## src/rtl/clk_div_pkg.sv

```systemverilog
// clk_div_pkg: shared constants and helpers for the multi-channel clock divider.
//   CNT_W_DEF : default counter/divisor/duty width
//   MIN_DIV   : smallest divisor a configuration write may program
//   ch_w()    : width of the channel-select field for a given channel count
package clk_div_pkg;

  localparam int unsigned CNT_W_DEF = 21;
  localparam int unsigned MIN_DIV   = 2;

  function automatic int unsigned ch_w(input int unsigned n);
    return (n > 1) ? $clog2(n) : 1;
  endfunction

endpackage

```

## src/rtl/clk_div_multi_if.sv

```systemverilog
// clk_div_multi_if: configuration bus of the multi-channel clock divider.
//   cfg_we   : write strobe for one channel's configuration
//   cfg_ch   : target channel of the write
//   cfg_div  : new divisor
//   cfg_duty : new high-count
//   cfg_err  : one-cycle pulse, last write was rejected
// master = configuration source, slave = divider.
interface clk_div_multi_if #(
  parameter int unsigned CH_W  = 2,
  parameter int unsigned CNT_W = 21
);

  logic             cfg_we;
  logic [CH_W-1:0]  cfg_ch;
  logic [CNT_W-1:0] cfg_div;
  logic [CNT_W-1:0] cfg_duty;
  logic             cfg_err;

  modport master (
    output cfg_we, cfg_ch, cfg_div, cfg_duty,
    input  cfg_err
  );

  modport slave (
    input  cfg_we, cfg_ch, cfg_div, cfg_duty,
    output cfg_err
  );

endinterface

```

## src/rtl/clk_div_chan.sv

```systemverilog
// clk_div_chan: one divider channel.
//   clk_in, reset : clock, synchronous active-high reset
//   en            : run enable (counter, tick and clk_out freeze when low)
//   sync          : restart counter at 0 and apply any pending shadow
//   wr            : accepted configuration write for this channel
//   wr_div/duty   : values for the shadow registers
//   tick          : one-cycle pulse at the end of each period
//   clk_out       : divided level, high while count < duty
//   pend          : shadow configuration waiting for the period boundary
module clk_div_chan
  import clk_div_pkg::*;
#(
  parameter int unsigned CNT_W    = CNT_W_DEF,
  parameter int unsigned DEF_DIV  = 10000,
  parameter int unsigned DEF_DUTY = 5000
) (
  input  logic             clk_in,
  input  logic             reset,
  input  logic             en,
  input  logic             sync,
  input  logic             wr,
  input  logic [CNT_W-1:0] wr_div,
  input  logic [CNT_W-1:0] wr_duty,
  output logic             tick,
  output logic             clk_out,
  output logic             pend
);

  localparam logic [CNT_W-1:0] DIV_RST  = CNT_W'(DEF_DIV);
  localparam logic [CNT_W-1:0] DUTY_RST = CNT_W'(DEF_DUTY);

  logic [CNT_W-1:0] count, count_nx;
  logic [CNT_W-1:0] div_act, div_nx, duty_act, duty_nx;
  logic [CNT_W-1:0] div_sh, div_sh_nx, duty_sh, duty_sh_nx;
  logic             pend_q, pend_nx;
  logic             tick_q, tick_nx;
  logic             clk_q, clk_nx;
  logic             wrap, apply;

  always_comb begin
    // >= rather than == keeps the counter bounded if an idle-time apply
    // shrinks the divisor below the frozen count.
    wrap  = en && (count >= div_act - CNT_W'(1));
    apply = pend_q && (sync || wrap || !en);

    div_nx  = div_act;
    duty_nx = duty_act;
    if (apply) begin
      div_nx  = div_sh;
      duty_nx = duty_sh;
    end

    count_nx = count;
    if (sync || wrap) count_nx = '0;
    else if (en)      count_nx = count + CNT_W'(1);

    // A write in the apply cycle lands in the shadow after the old shadow
    // has been consumed, so pend stays set for the new value.
    div_sh_nx  = div_sh;
    duty_sh_nx = duty_sh;
    pend_nx    = pend_q;
    if (wr) begin
      div_sh_nx  = wr_div;
      duty_sh_nx = wr_duty;
      pend_nx    = 1'b1;
    end else if (apply) begin
      pend_nx = 1'b0;
    end

    tick_nx = wrap && !sync;

    // Registered from the next count so the level stays aligned with tick.
    clk_nx = clk_q;
    if (sync || en) clk_nx = (count_nx < duty_nx);
  end

  always_ff @(posedge clk_in) begin
    if (reset) begin
      count    <= '0;
      div_act  <= DIV_RST;
      duty_act <= DUTY_RST;
      div_sh   <= DIV_RST;
      duty_sh  <= DUTY_RST;
      pend_q   <= 1'b0;
      tick_q   <= 1'b0;
      clk_q    <= 1'b0;
    end else begin
      count    <= count_nx;
      div_act  <= div_nx;
      duty_act <= duty_nx;
      div_sh   <= div_sh_nx;
      duty_sh  <= duty_sh_nx;
      pend_q   <= pend_nx;
      tick_q   <= tick_nx;
      clk_q    <= clk_nx;
    end
  end

  assign tick    = tick_q;
  assign clk_out = clk_q;
  assign pend    = pend_q;

endmodule

```

## src/rtl/clk_div_multi.sv

```systemverilog
// clk_div_multi: NUM_CH independent programmable tick / divided-clock channels.
//   clk_in, reset : clock, synchronous active-high reset
//   cfg           : configuration bus (write strobe, channel, div, duty, err)
//   en            : per-channel run enable
//   sync          : restart all channel counters together
//   tick          : per-channel one-cycle end-of-period pulse
//   clk_out       : per-channel divided level output
//   pend          : per-channel shadow configuration not yet applied
module clk_div_multi
  import clk_div_pkg::*;
#(
  parameter int unsigned NUM_CH   = 4,
  parameter int unsigned CNT_W    = CNT_W_DEF,
  parameter int unsigned DEF_DIV  = 10000,
  parameter int unsigned DEF_DUTY = 5000
) (
  input  logic              clk_in,
  input  logic              reset,
  clk_div_multi_if.slave    cfg,
  input  logic [NUM_CH-1:0] en,
  input  logic              sync,
  output logic [NUM_CH-1:0] tick,
  output logic [NUM_CH-1:0] clk_out,
  output logic [NUM_CH-1:0] pend
);

  localparam int unsigned      CH_W     = ch_w(NUM_CH);
  localparam logic [CH_W:0]    CH_LIMIT = (CH_W + 1)'(NUM_CH);
  localparam logic [CNT_W-1:0] DIV_MIN  = CNT_W'(MIN_DIV);

  logic              cfg_bad;
  logic              err_q;
  logic [NUM_CH-1:0] wr_sel;

  always_comb begin
    cfg_bad = cfg.cfg_we &&
              ((cfg.cfg_div < DIV_MIN) || ({1'b0, cfg.cfg_ch} >= CH_LIMIT));
    wr_sel = '0;
    for (int unsigned i = 0; i < NUM_CH; i++) begin
      wr_sel[i] = cfg.cfg_we && !cfg_bad && (32'(cfg.cfg_ch) == i);
    end
  end

  always_ff @(posedge clk_in) begin
    if (reset) err_q <= 1'b0;
    else       err_q <= cfg_bad;
  end

  assign cfg.cfg_err = err_q;

  for (genvar g = 0; g < NUM_CH; g++) begin : g_ch
    clk_div_chan #(
      .CNT_W    (CNT_W),
      .DEF_DIV  (DEF_DIV),
      .DEF_DUTY (DEF_DUTY)
    ) u_chan (
      .clk_in  (clk_in),
      .reset   (reset),
      .en      (en[g]),
      .sync    (sync),
      .wr      (wr_sel[g]),
      .wr_div  (cfg.cfg_div),
      .wr_duty (cfg.cfg_duty),
      .tick    (tick[g]),
      .clk_out (clk_out[g]),
      .pend    (pend[g])
    );
  end

endmodule
```

## src/flat_wrapper.sv

```systemverilog
// flat-port wrapper written by rule: the top's interface ports become plain ports
module clk_div_multi_flat import clk_div_pkg::*;
#(
  parameter int unsigned NUM_CH   = 4,
  parameter int unsigned CNT_W    = CNT_W_DEF,
  parameter int unsigned DEF_DIV  = 10000,
  parameter int unsigned DEF_DUTY = 5000
)
  (clk_in, reset, en, sync, tick, clk_out, pend, cfg_cfg_we, cfg_cfg_ch, cfg_cfg_div, cfg_cfg_duty, cfg_cfg_err);
  clk_div_multi_if #(.CNT_W(CNT_W)) cfg_i ();
  input  logic clk_in;
  input  logic reset;
  input  logic [NUM_CH-1:0] en;
  input  logic sync;
  output logic [NUM_CH-1:0] tick;
  output logic [NUM_CH-1:0] clk_out;
  output logic [NUM_CH-1:0] pend;
  input wire logic [$bits(cfg_i.cfg_we)-1:0] cfg_cfg_we;
  input wire logic [$bits(cfg_i.cfg_ch)-1:0] cfg_cfg_ch;
  input wire logic [$bits(cfg_i.cfg_div)-1:0] cfg_cfg_div;
  input wire logic [$bits(cfg_i.cfg_duty)-1:0] cfg_cfg_duty;
  output wire logic [$bits(cfg_i.cfg_err)-1:0] cfg_cfg_err;
  assign cfg_i.cfg_we = cfg_cfg_we;
  assign cfg_i.cfg_ch = cfg_cfg_ch;
  assign cfg_i.cfg_div = cfg_cfg_div;
  assign cfg_i.cfg_duty = cfg_cfg_duty;
  assign cfg_cfg_err = cfg_i.cfg_err;
  clk_div_multi #(.NUM_CH(NUM_CH), .CNT_W(CNT_W), .DEF_DIV(DEF_DIV), .DEF_DUTY(DEF_DUTY)) u_core (.clk_in(clk_in), .reset(reset), .cfg(cfg_i), .en(en), .sync(sync), .tick(tick), .clk_out(clk_out), .pend(pend));
endmodule
```

## config.mk

```make
export PLATFORM = sky130hd
export DESIGN_NAME = clk_div_multi_flat
export DESIGN_NICKNAME = d
export VERILOG_FILES = /design/src/rtl/clk_div_pkg.sv /design/src/rtl/clk_div_multi_if.sv /design/src/rtl/clk_div_chan.sv /design/src/rtl/clk_div_multi.sv /design/src/flat_wrapper.sv
export SDC_FILE = /design/constraint.sdc
export NUM_CORES = 1
export LEC_CHECK = 0
export BUFFER_PORTS_ARGS = -buffer_cell sky130_fd_sc_hd__buf_2
export CORE_UTILIZATION = 43
export DETAILED_ROUTE_END_ITERATION = 7
export GPL_TIMING_DRIVEN = 0
export PLACE_DENSITY = 0.64
export SETUP_SLACK_MARGIN = 0.4
export SYNTH_ARGS = -nofsm -noshare
export SYNTH_HDL_FRONTEND = slang
export SYNTH_SLANG_ARGS = --single-unit
```

## constraint.sdc

```tcl
create_clock -name clk_in -period 9.4 [get_ports clk_in]
set_input_delay 1.88 -clock clk_in [delete_from_list [all_inputs] [get_ports clk_in]]
set_output_delay 1.88 -clock clk_in [all_outputs]
set_load 0.02 [all_outputs]
```

==> impl_metrics.py <==
metrics = {
    "drt": {
        "num_vias": 17570,
        "drtPass1Iterations": 5,
        "routed_wl_um": 60240,
        "wl_per_cell_um": 18.54,
        "via_per_inst": 5.407,
        "drtAntennaViolNets": 0,
        "drt_iter0_drc": 1252,
        "drc": 0,
    },
    "worst_setup_path": {
        "start_kind": "flip-flop",
        "cp.required_ns": 9.92,
        "reg2reg_slack_ns": 3.38,
        "r2r_start": "u_core.g_ch[2].u_chan.div_act[0]",
        "reg2reg_depth": 20,
        "critPathKind": "flip-flop to flip-flop",
        "cp.arrival_ns": 6.54,
        "r2r_end": "u_core.g_ch[2].u_chan.clk_out",
        "cp_max_fo": 10,
        "worstSetupEndpointType": "flip-flop",
    },
    "power_and_ir_drop": {
        "power_mw": 4.008,
        "power.density_nw_per_um2": 168.9,
        "p_leak_nw": 10.20,
        "ir_drop_uv": 107.8,
    },
    "logic_synthesis": {
        "synthCells": 2491,
        "synth.avg_cell_area_um2": 8.472,
        "synth-edff-count": 0,
        "ys_seq_elements": 433,
        "synth_fp_nets": 2715,
        "syn-cell-area_um2": 21100,
        "async_flop_share_pct": 0,
        "seq_area_frac_synth_pct": 41.08,
        "yosys_warnings": 0,
        "ys.flop_type": "dfxtp_1",
        "synth_cell_types": 59,
    },
    "sta": {
        "tightest_slew_ns": 1.163,
        "fin_tns_setup_ns": 0,
        "setup_violations": 0,
        "rsz0062_at_grt": "no",
        "final-max-slew-violation-count": 0,
        "max_freq_ghz": 0.1662,
        "setup_slack_ns": 3.383,
        "final.setup_skew_ns": 0.01754,
        "hold_viol_final": 0,
        "period_share_pct": 64.02,
        "slew_headroom_pct": 21.87,
        "fin_crit_ns": 6.017,
    },
    "placement": {
        "dp.cells": 3168,
        "gp_congestion": 0.9357,
        "io_buffers": 62,
        "post-place-ws_ns": 3.483,
        "dp_hpwl_um": 46430,
    },
    "final_layout": {
        "area_growth_pct": 12.46,
        "layout_common_cells": "nand2_1 (478), dfxtp_1 (433), nor2_1 (377), a21oi_1 (173), ha_1 (172)",
        "drive_gt1_share_pct": 6.836,
        "fin_nets": 2824,
        "fin_cells": 3249,
        "final_common_cell": "nand2_1",
    },
    "clock_tree": {
        "htreeDepth": 2,
        "cts-resized-gates": 0,
        "root_buffer": "clkbuf_16",
        "cts_buffers": 45,
        "cts_buffer_depth": 3,
        "clkSlewWorstSetupHoldPaths_ns": 0.06,
        "holdBufCountCts": 0,
        "clock_latency_ns": 0.59,
        "tritoncts": "done",
        "cts.sinks": 433,
        "post_cts_buffers": 0,
    },
    "global_routing": {
        "grt_usage_pct": 23.99,
        "grt_remaining_overflow": 0,
        "grt_pass1_vias": 16780,
        "antenna_found_initial": 3,
        "grt_pass1_wl_um": 93170,
        "grt_max_degree": 15,
    },
    "floorplan": {
        "die_y_um": 223.5,
        "ios": 65,
        "core-area_um2": 48050,
        "fp.dieArea_um2": 49970,
        "rows": 80,
        "initial_core_util_pct": 43.92,
        "die_w_um": 223.5,
    },
    "flow_run": {
        "drv_cap": 0,
    },
    "hold_path": {
        "worstHoldStart": "u_core.g_ch[2].u_chan.duty_sh[0]",
        "hold-path-endpoint": "u_core.g_ch[2].u_chan.duty_sh[0]",
        "min_path_cells": 2,
        "worstHoldPathType": "flip-flop to flip-flop",
    },
    "status": {
        "status": "finished clean",
    },
}
worst max-delay path by stage:
stage / from / to / slack, ns / cells past startpoint
2_1_floorplan: u_core.g_ch[2].u_chan.div_act[0] / u_core.g_ch[2].u_chan.clk_out / 4.38 / 20
3_5_place_dp: u_core.g_ch[2].u_chan.div_act[0] / u_core.g_ch[2].u_chan.clk_out / 3.48 / 20
4_1_cts: u_core.g_ch[2].u_chan.div_act[0] / u_core.g_ch[2].u_chan.clk_out / 3.45 / 20
3_3_place_gp: u_core.g_ch[2].u_chan.div_act[0] / u_core.g_ch[2].u_chan.clk_out / 3.65 / 20
5_1_grt: u_core.g_ch[2].u_chan.div_act[0] / u_core.g_ch[2].u_chan.clk_out / 2.89 / 20
6_report: u_core.g_ch[2].u_chan.div_act[0] / u_core.g_ch[2].u_chan.clk_out / 3.38 / 20
cells in the mapped netlist (10+ instances only):
library cell,number,area share (%)
a211oi_1,10,0.36
a21o_1,31,1.1
a21oi_1,173,4.1
and3_1,11,0.33
buf_2,12,0.28
buf_4,21,0.75
clkbuf_1,84,1.5
dfxtp_1,433,41
ha_1,172,10
inv_1,25,0.44
mux2i_1,171,8.1
nand2_1,478,8.5
nand2b_1,11,0.33
nand3_1,78,1.8
nand4_1,46,1.4
nor2_1,377,6.7
nor3_1,43,1.0
nor4_1,34,1.0
o21ai_0,29,0.69
xnor2_1,82,3.4
xor2_1,71,2.9
state kept, by name, summed over array words and instances, names as in the netlist:
name / flops
u_core.g_ch.u_chan.duty_act: 84
u_core.g_ch.u_chan.pend: 4
u_core.g_ch.u_chan.div_sh: 84
u_core.g_ch.u_chan.tick: 4
u_core.g_ch.u_chan.count: 84
u_core.g_ch.u_chan.duty_sh: 84
u_core.g_ch.u_chan.clk_out: 4
u_core.g_ch.u_chan.div_act: 84
u_core.cfg.cfg_err: 1
layer usage:
metal | global-route usage, % | part of all wire (%) | vias up
li1 | - | - | 8710
met1 | 31.41 | 44 | 8276
met2 | 39.60 | 46 | 443
met3 | 2.912 | 5.4 | 139
met4 | 10.67 | 4.5 | 0
met5 | 0.1955 | 0 | -
cell type report:
class | count | area (um^2)
Inverter | 25 | 93.84
Clock inverter | 20 | 271.5
Timing Repair Buffer | 62 | 310.3
Multi-Input combinational cell | 1913 | 11790
Clock buffer | 60 | 1275
Buffer | 120 | 551.8
Tap cell | 615 | 769.5
Antenna cell | 1 | 2.502
Fill cell | 4516 | 24310
Sequential cell | 433 | 8668
power by group:
part           internal (mW)  switching, mW
Sequential              1.87         0.0251
Combinational         0.0676          0.157
Clock                   1.12          0.770
Total                   3.06          0.952
logic make-up (layout without fill, tap and decap cells):
kind of cell | after synthesis | count (layout) | share of synthesized area, %
AO/OA/AOI/OAI | 293 | 293 | 8.473
XOR/XNOR | 153 | 153 | 6.350
adder cells (fa/ha/maj) | 172 | 172 | 10.20
buffers and inverters | 145 | 287 | 3.059
flip-flops | 433 | 433 | 41.08
multiplexers | 173 | 173 | 8.218
other | 0 | 1 | 0
AND/OR/NAND/NOR | 1122 | 1122 | 22.63
through the flow:
step	hold WS, ns	util, %	cell area [um^2]
after floorplan	0.4322	-	21100
after global placement	0.4402	46.17	22180
after detailed placement	0.4457	46.17	22180
after CTS	0.4542	49.39	23730
after global routing	0.4725	49.39	23730
final	0.4543	49.39	23730
critical path: stages (launching register included):
cell       delay (ns)
dfxtp_1          0.32
nor3_1           0.38
nor4b_1          0.62
nand2_1          0.26
nor4_1           0.35
xnor2_1          0.17
ha_1             0.26
a21o_1           0.17
a221oi_2         0.38
nand3_1          0.17
o31ai_4          0.50
buf_4            0.31
mux2i_1          0.30
ha_1             0.29
a21o_1           0.16
a21o_1           0.17
a2111oi_0        0.51
or3_1            0.20
o211ai_1         0.09
a31oi_1          0.19
a311o_1          0.14
No activity file was read; power rests on OpenSTA's default activity.
